==> config.mk <==
export PLATFORM = sky130hd
export DESIGN_NAME = hazard_scoreboard
export DESIGN_NICKNAME = d
export VERILOG_FILES = /design/src/rtl/hazard_scoreboard_pkg.sv /design/src/rtl/hazard_stage_reg.sv /design/src/rtl/hazard_scoreboard.sv
export SDC_FILE = /design/constraint.sdc
export NUM_CORES = 1
export LEC_CHECK = 0
export BUFFER_PORTS_ARGS = -buffer_cell sky130_fd_sc_hd__buf_2
export CAP_MARGIN = 20
export CORE_MARGIN = 2
export CORE_UTILIZATION = 25
export CTS_CLUSTER_SIZE = 20
export DETAILED_ROUTE_END_ITERATION = 10
export PLACE_DENSITY = 0.5
export SETUP_SLACK_MARGIN = 0.3
export SYNTH_ARGS = -nofsm -noshare
export SYNTH_HDL_FRONTEND = slang
export SYNTH_HIERARCHICAL = 1
export SYNTH_SLANG_ARGS = --single-unit
==> constraint.sdc <==
create_clock -name clk -period 4.2 [get_ports clk]
set_clock_uncertainty 0.15 [all_clocks]
set_input_delay 0.21 -clock clk [delete_from_list [all_inputs] [get_ports clk]]
set_output_delay 0.21 -clock clk [all_outputs]
set_load 0.005 [all_outputs]
==> src/rtl/hazard_scoreboard_pkg.sv <==
`default_nettype none
// ============================================================================
// Module      : hazard_scoreboard_pkg
// Description : Shared forwarding encodings and register constants for the
//               five-stage pipeline hazard unit.
// Revision    : 1.0 - initial release
// ============================================================================
package hazard_scoreboard_pkg;

    typedef enum logic [1:0] {
        FWD_GPR = 2'd0,
        FWD_E   = 2'd1,
        FWD_M   = 2'd2,
        FWD_W   = 2'd3
    } fwd_sel_e;

    localparam logic [3:0] TUSE_NONE = 4'd5;
    localparam logic [4:0] ZERO_REG  = 5'd0;

    function automatic logic [3:0] tnew_dec(input logic [3:0] tnew);
        return (tnew == 4'd0) ? 4'd0 : tnew - 4'd1;
    endfunction

endpackage
`default_nettype wire

==> src/rtl/hazard_stage_reg.sv <==
`default_nettype none
// ============================================================================
// Module      : hazard_stage_reg
// Description : One shadow pipeline stage: destination/rt record with
//               bubble-clear and saturating Tnew decrement on entry.
// Revision    : 1.0 - initial release
// ============================================================================
module hazard_stage_reg
    import hazard_scoreboard_pkg::*;
(
    input  logic       clk,
    input  logic       rst,
    input  logic       i_bubble,
    input  logic [4:0] i_a2,
    input  logic [4:0] i_a3,
    input  logic [3:0] i_tnew,
    input  logic       i_rw,
    output logic [4:0] o_a2,
    output logic [4:0] o_a3,
    output logic [3:0] o_tnew,
    output logic       o_rw
);

    logic [4:0] r_a2;
    logic [4:0] r_a3;
    logic [3:0] r_tnew;
    logic       r_rw;

    always_ff @(posedge clk) begin
        if (rst || i_bubble) begin
            r_a2   <= 5'd0;
            r_a3   <= 5'd0;
            r_tnew <= 4'd0;
            r_rw   <= 1'b0;
        end else begin
            r_a2   <= i_a2;
            r_a3   <= i_a3;
            r_tnew <= tnew_dec(i_tnew);
            r_rw   <= i_rw;
        end
    end

    assign o_a2   = r_a2;
    assign o_a3   = r_a3;
    assign o_tnew = r_tnew;
    assign o_rw   = r_rw;

endmodule
`default_nettype wire

==> src/rtl/hazard_scoreboard.sv <==
`default_nettype none
// ============================================================================
// Module      : hazard_scoreboard
// Description : D-stage stall and D/E/M forwarding selects computed from a
//               shadow record of the E, M and W stage destinations.
// Revision    : 1.0 - initial release
// ============================================================================
module hazard_scoreboard #(
    parameter logic [4:0] ZERO_REG = hazard_scoreboard_pkg::ZERO_REG
) (
    input  logic       clk,
    input  logic       reset,
    input  logic [4:0] D_A1,
    input  logic [4:0] D_A2,
    input  logic [4:0] D_A3,
    input  logic       D_Reg_Write,
    input  logic       D_A1use,
    input  logic       D_A2use,
    input  logic [3:0] D_rs_Tuse,
    input  logic [3:0] D_rt_Tuse,
    input  logic [3:0] D_Tnew,
    output logic       Stall,
    output logic [1:0] Fwd_D_rs,
    output logic [1:0] Fwd_D_rt,
    output logic [1:0] Fwd_E_rs,
    output logic [1:0] Fwd_E_rt,
    output logic [1:0] Fwd_M_rt
);
    import hazard_scoreboard_pkg::*;

    logic [4:0] r_e_a1;
    logic [4:0] w_e_a2, w_e_a3, w_m_a2, w_m_a3;
    logic [3:0] w_e_tnew, w_m_tnew;
    logic       w_e_rw, w_m_rw;
    logic [4:0] r_w_a3;
    logic       r_w_rw;

    // E.A1 is only needed for the E-stage rs forward, so it lives here.
    always_ff @(posedge clk) begin
        if (reset || Stall) begin
            r_e_a1 <= 5'd0;
        end else begin
            r_e_a1 <= D_A1;
        end
    end

    hazard_stage_reg u_stage_e (
        .clk      (clk),
        .rst      (reset),
        .i_bubble (Stall),
        .i_a2     (D_A2),
        .i_a3     (D_A3),
        .i_tnew   (D_Tnew),
        .i_rw     (D_Reg_Write),
        .o_a2     (w_e_a2),
        .o_a3     (w_e_a3),
        .o_tnew   (w_e_tnew),
        .o_rw     (w_e_rw)
    );

    hazard_stage_reg u_stage_m (
        .clk      (clk),
        .rst      (reset),
        .i_bubble (1'b0),
        .i_a2     (w_e_a2),
        .i_a3     (w_e_a3),
        .i_tnew   (w_e_tnew),
        .i_rw     (w_e_rw),
        .o_a2     (w_m_a2),
        .o_a3     (w_m_a3),
        .o_tnew   (w_m_tnew),
        .o_rw     (w_m_rw)
    );

    always_ff @(posedge clk) begin
        if (reset) begin
            r_w_a3 <= 5'd0;
            r_w_rw <= 1'b0;
        end else begin
            r_w_a3 <= w_m_a3;
            r_w_rw <= w_m_rw;
        end
    end

    logic w_e_hit_d1, w_e_hit_d2, w_m_hit_d1, w_m_hit_d2, w_w_hit_d1, w_w_hit_d2;
    logic w_m_hit_e1, w_m_hit_e2, w_w_hit_e1, w_w_hit_e2, w_w_hit_m2;

    assign w_e_hit_d1 = w_e_rw && (w_e_a3 == D_A1) && (D_A1 != ZERO_REG) && D_A1use;
    assign w_e_hit_d2 = w_e_rw && (w_e_a3 == D_A2) && (D_A2 != ZERO_REG) && D_A2use;
    assign w_m_hit_d1 = w_m_rw && (w_m_a3 == D_A1) && (D_A1 != ZERO_REG) && D_A1use;
    assign w_m_hit_d2 = w_m_rw && (w_m_a3 == D_A2) && (D_A2 != ZERO_REG) && D_A2use;
    assign w_w_hit_d1 = r_w_rw && (r_w_a3 == D_A1) && (D_A1 != ZERO_REG) && D_A1use;
    assign w_w_hit_d2 = r_w_rw && (r_w_a3 == D_A2) && (D_A2 != ZERO_REG) && D_A2use;

    assign w_m_hit_e1 = w_m_rw && (w_m_a3 == r_e_a1) && (r_e_a1 != ZERO_REG);
    assign w_m_hit_e2 = w_m_rw && (w_m_a3 == w_e_a2) && (w_e_a2 != ZERO_REG);
    assign w_w_hit_e1 = r_w_rw && (r_w_a3 == r_e_a1) && (r_e_a1 != ZERO_REG);
    assign w_w_hit_e2 = r_w_rw && (r_w_a3 == w_e_a2) && (w_e_a2 != ZERO_REG);
    assign w_w_hit_m2 = r_w_rw && (r_w_a3 == w_m_a2) && (w_m_a2 != ZERO_REG);

    logic w_rs_live, w_rt_live;
    assign w_rs_live = (D_rs_Tuse != TUSE_NONE);
    assign w_rt_live = (D_rt_Tuse != TUSE_NONE);

    assign Stall = (w_rs_live && w_e_hit_d1 && (D_rs_Tuse < w_e_tnew))
                || (w_rt_live && w_e_hit_d2 && (D_rt_Tuse < w_e_tnew))
                || (w_rs_live && w_m_hit_d1 && (D_rs_Tuse < w_m_tnew))
                || (w_rt_live && w_m_hit_d2 && (D_rt_Tuse < w_m_tnew));

    // Nearest hitting stage wins; if its value is not ready, no older stage
    // is consulted because the stall already holds the consumer.
    fwd_sel_e w_fwd_d_rs, w_fwd_d_rt, w_fwd_e_rs, w_fwd_e_rt, w_fwd_m_rt;

    always_comb begin
        w_fwd_d_rs = FWD_GPR;
        w_fwd_d_rt = FWD_GPR;
        w_fwd_e_rs = FWD_GPR;
        w_fwd_e_rt = FWD_GPR;
        w_fwd_m_rt = FWD_GPR;

        if (w_e_hit_d1)      w_fwd_d_rs = (w_e_tnew == 4'd0) ? FWD_E : FWD_GPR;
        else if (w_m_hit_d1) w_fwd_d_rs = (w_m_tnew == 4'd0) ? FWD_M : FWD_GPR;
        else if (w_w_hit_d1) w_fwd_d_rs = FWD_W;

        if (w_e_hit_d2)      w_fwd_d_rt = (w_e_tnew == 4'd0) ? FWD_E : FWD_GPR;
        else if (w_m_hit_d2) w_fwd_d_rt = (w_m_tnew == 4'd0) ? FWD_M : FWD_GPR;
        else if (w_w_hit_d2) w_fwd_d_rt = FWD_W;

        if (w_m_hit_e1)      w_fwd_e_rs = (w_m_tnew == 4'd0) ? FWD_M : FWD_GPR;
        else if (w_w_hit_e1) w_fwd_e_rs = FWD_W;

        if (w_m_hit_e2)      w_fwd_e_rt = (w_m_tnew == 4'd0) ? FWD_M : FWD_GPR;
        else if (w_w_hit_e2) w_fwd_e_rt = FWD_W;

        if (w_w_hit_m2)      w_fwd_m_rt = FWD_W;
    end

    assign Fwd_D_rs = w_fwd_d_rs;
    assign Fwd_D_rt = w_fwd_d_rt;
    assign Fwd_E_rs = w_fwd_e_rs;
    assign Fwd_E_rt = w_fwd_e_rt;
    assign Fwd_M_rt = w_fwd_m_rt;

endmodule
`default_nettype wire

==> metrics.log <==
[metrics] result of the run: completed
[metrics] Seq. cell area: 821 um^2
[metrics] crit path capture type: primary output
[metrics] number of DRC markers after the initial detailed-route iteration: 72
[metrics] post-synth design cell area: 0.00257 mm^2
[metrics] CTS H-tree depth: 2
[metrics] leftover overflow at the end of global routing: 0
[metrics] part of the cycle the worst path needs: 0.646
[metrics] number of antenna violations at the first check in global routing: 0
[metrics] routability-driven placement congestion ratio: 0.818
[metrics] fraction of registers with async set or reset after synthesis: 0
[metrics] headroom to the max-slew limit: 0.614
[metrics] number of input and output port buffers inserted: 42
[metrics] Total Routed Length: 6490 um
[metrics] fraction of the mapped netlist area in compound gates: 0.0702
[metrics] Internal: 0.675 mW
[metrics] fmax: 0.369 GHz
[metrics] max_cap viols: 0
[metrics] proportion of power drawn by combinational gates: 0.165
[metrics] reg2reg path depth: 8
[metrics] peak ir drop on the vdd network: 0.136 mV
[metrics] Detailed Place HPWL: 5070 um
[metrics] nets@finish: 366
[metrics] final setup violation count: 0
[metrics] register clock-pin slew on the reported worst setup and hold paths: 0.07 ns
[metrics] count of final max-slew check failures: 0
[metrics] number of placed instances, taps included: 439
[metrics] die area: 0.0111 mm^2
[metrics] count of inserted antenna diode cells: 0
[metrics] die extent in x: 105 um
[metrics] antenna-violating nets left: 0
[metrics] clock buffer count from CTS: 5
[metrics] number of global-route vias before repair: 2,030
[metrics] area of the core: 0.00986 mm^2
[metrics] clock latency on the worst-skew pair: 0.29 ns
[metrics] largest cells by area after synthesis: sky130_fd_sc_hd__dfxtp_1 32%, sky130_fd_sc_hd__xnor2_1 9.2%, sky130_fd_sc_hd__xor2_1 9.2%
[metrics] total iterations of the first detailed-routing run: 4
[metrics] # rows: 36
[metrics] effective utilization at floorplan: 0.260
[metrics] Power, Total: 0.899 mW
[metrics] Yosys reg bits: 41
[metrics] post-synthesis sequential area ratio: 0.320
[metrics] final setup margin: 1.49 ns
[metrics] share of power burned in registers: 0.476
[metrics] DP Area: 0.00287 mm^2
[metrics] post-synthesis share of cell area spent on full adders, half adders and majority gates: 0.0682
[metrics] critical path required time: 3.84 ns
[metrics] Clk network pwr share: 0.359
[metrics] RSZ-0062 raised after global routing: false
[metrics] fraction of synthesized cell area taken by the top area cell type: 0.320
[metrics] layout cells sized above 1: 0.243
[metrics] leakage: 1.27 nW
[metrics] post-synth top area cell: sky130_fd_sc_hd__dfxtp_1
[metrics] Post-synth top flop: sky130_fd_sc_hd__dfxtp_1
[metrics] switch share: 0.249
[metrics] simple-gate portion of the synthesized area: 0.294
[metrics] clock tree from TritonCTS: done
[metrics] post_cts resized: 0
[metrics] post-synthesis share of cell area spent on xor and xnor gates: 0.184
[metrics] synth warn: 6
[metrics] CP Launch Point: u_stage_m/o_a3[4]
[metrics] Reg2Reg Capture Point: u_stage_e/o_tnew[2]
[metrics] Critical Path Source Type: flop
[metrics] startpoint of the worst register-to-register path: u_stage_e/o_tnew[2]
[metrics] clock sinks: 41
[metrics] most common cell in the synthesized netlist: sky130_fd_sc_hd__dfxtp_1
[metrics] largest family of logic cells by synthesized area: simple AND/OR/NAND/NOR gates
[metrics] Top Ports: 43
[metrics] Via density: 4.41
[metrics] die height: 105 um
[metrics] wire length of the first global-routing pass: 10,600 um
[metrics] WL per Instance: 14.3 um
[metrics] most used standard cells in the synthesized netlist: 41 x sky130_fd_sc_hd__dfxtp_1, 27 x sky130_fd_sc_hd__xnor2_1, 27 x sky130_fd_sc_hd__xor2_1
[metrics] dpl ws: 1.46 ns
[metrics] Power Density: 294 mW/mm^2
[metrics] Finished Cell Area: 0.00306 mm^2
[metrics] Hold WC Path Type: primary input to flop
[metrics] Clk Tree Root Cell: sky130_fd_sc_hd__clkbuf_8
[metrics] worst reg-to-reg setup slack: 1.56 ns
[metrics] synthesized netlist cell count: 275
[metrics] destination of the critical timing path: Stall
[metrics] mux contribution to synthesized area: 0.0127
[metrics] Total Negative Setup Slacks: 0 ns
[metrics] largest fanout of any net on the critical path: 6
[metrics] Clock Path Buffers: 2
[metrics] syn avg cell area: 9.34 um^2
[metrics] count of different cell masters after synthesis: 49
[metrics] number of enable flip-flop cells after synthesis: 0
[metrics] transition time of the tightest slew-check pin: 0.579 ns
[metrics] maximum number of pins on one net before global-route repair: 22
[metrics] net load switching power: 0.224 mW
[metrics] arrival time of the worst setup path: 2.35 ns
[metrics] Fillers: 1,029
[metrics] DRC violations left: 0
[metrics] Total Routing Usage GR: 0.120
[metrics] signed area change from the synthesized netlist to the final layout: 19.2%
[metrics] number of standard cells in the layout, taps in and fillers out: 454
[metrics] via count: 2,001
[metrics] crit path kind: flop to primary output
[metrics] crit path time final: 2.71 ns
[metrics] Multi-input gate area: 0.00163 mm^2
[metrics] count of final hold-check violations: 0
worst min path at each step:
stage                    from                   to  slack [ns]  depth (start not counted)
CTS                 D_Tnew[3]  u_stage_e/o_tnew[2]        0.06                          3
finish              D_Tnew[3]  u_stage_e/o_tnew[2]        0.08                          3
floorplan               reset               r_w_rw        0.13                          1
global route          D_A2[4]    u_stage_e/o_a2[4]        0.09                          2
detailed placement    D_A3[0]    u_stage_e/o_a3[0]        0.28                          2
global placement      D_A3[4]    u_stage_e/o_a3[4]        0.28                          2
logic make-up (layout without fill, tap and decap cells):
| logic type | after synthesis | in the layout |
|---|---|---|
| other | 1 | 5 |
| muxes | 3 | 3 |
| adders and majority gates | 14 | 14 |
| and+or+nand+nor | 111 | 111 |
| DFF | 41 | 41 |
| AOI/OAI and AO/OA | 25 | 25 |
| buffers and inverters | 26 | 68 |
| xor gates and xnor gates | 54 | 54 |
flip-flops by register name, indices dropped and copies added (netlist names):
signal / flops
u_stage_m/o_a2: 5
u_stage_e/o_tnew: 4
u_stage_e/o_a3: 5
u_stage_m/o_tnew: 4
u_stage_m/o_a3: 5
u_stage_e/o_a2: 5
u_stage_m/o_rw: 1
r_w_rw: 1
r_w_a3: 5
u_stage_e/o_rw: 1
r_e_a1: 5
cells in the final DEF, fill, tap and decap left out, types with 7 or more instances in the layout:
master                          instances
sky130_fd_sc_hd__buf_2                 42
sky130_fd_sc_hd__ha_1                  14
sky130_fd_sc_hd__xor2_1                27
sky130_fd_sc_hd__and2_4                16
sky130_fd_sc_hd__o21ai_0                7
sky130_fd_sc_hd__dlygate4sd3_1          7
sky130_fd_sc_hd__nand2_1                9
sky130_fd_sc_hd__inv_1                 11
sky130_fd_sc_hd__nor4_1                15
sky130_fd_sc_hd__xnor2_1               27
sky130_fd_sc_hd__nor4b_1                7
sky130_fd_sc_hd__dfxtp_1               41
power groups by stage:
stage	sequential [mW]	combinational, mW	clock [mW]
floorplan	0.427	0.102	0
global placement	0.438	0.141	0
detailed placement	0.438	0.144	0
CTS	0.428	0.150	0.332
global route	0.431	0.168	0.344
finish	0.428	0.148	0.322
critical path: stages (launching register included):
cell and delay (ns):
sky130_fd_sc_hd__dfxtp_1 0.50, sky130_fd_sc_hd__xor2_1 0.11, sky130_fd_sc_hd__nor4_1 0.38, sky130_fd_sc_hd__nand4b_1 0.21, sky130_fd_sc_hd__or3_1 0.41, sky130_fd_sc_hd__nand3b_1 0.26, sky130_fd_sc_hd__buf_2 0.18
stage by stage:
step | util | hold slack, ns
3_5_place_dp | 0.291 | 0.278
5_1_grt | 0.310 | 0.0937
4_1_cts | 0.310 | 0.0635
2_1_floorplan | - | 0.132
6_report | 0.310 | 0.0763
3_3_place_gp | 0.291 | 0.280
timing repair:
item                       in CTS  in global routing
hold endpoints to repair        7                  0
buffers inserted                0                  0
hold buffers                    7                  0
setup endpoints to repair       0                  0
metal layers:
layer,vias up,GRT usage,part of all wire,wire (um)
met4,0,0.0276,0.0091,59
met3,6,0.0229,0.039,251
met5,-,0,0,0
met1,916,0.159,0.48,3150
li1,1035,-,-,-
met2,44,0.201,0.47,3040
final cells by class:
| type | instances | share of cell area |
|---|---|---|
| repair buffers | 49 | 0.0916 |
| well taps | 133 | 0.0544 |
| flip-flops and latches | 41 | 0.268 |
| multi-input cells | 212 | 0.534 |
| clock inverters | 1 | 0.00982 |
| clock buffers | 7 | 0.0282 |
| inverters | 11 | 0.0135 |
Power figures use the tool's default switching activity.
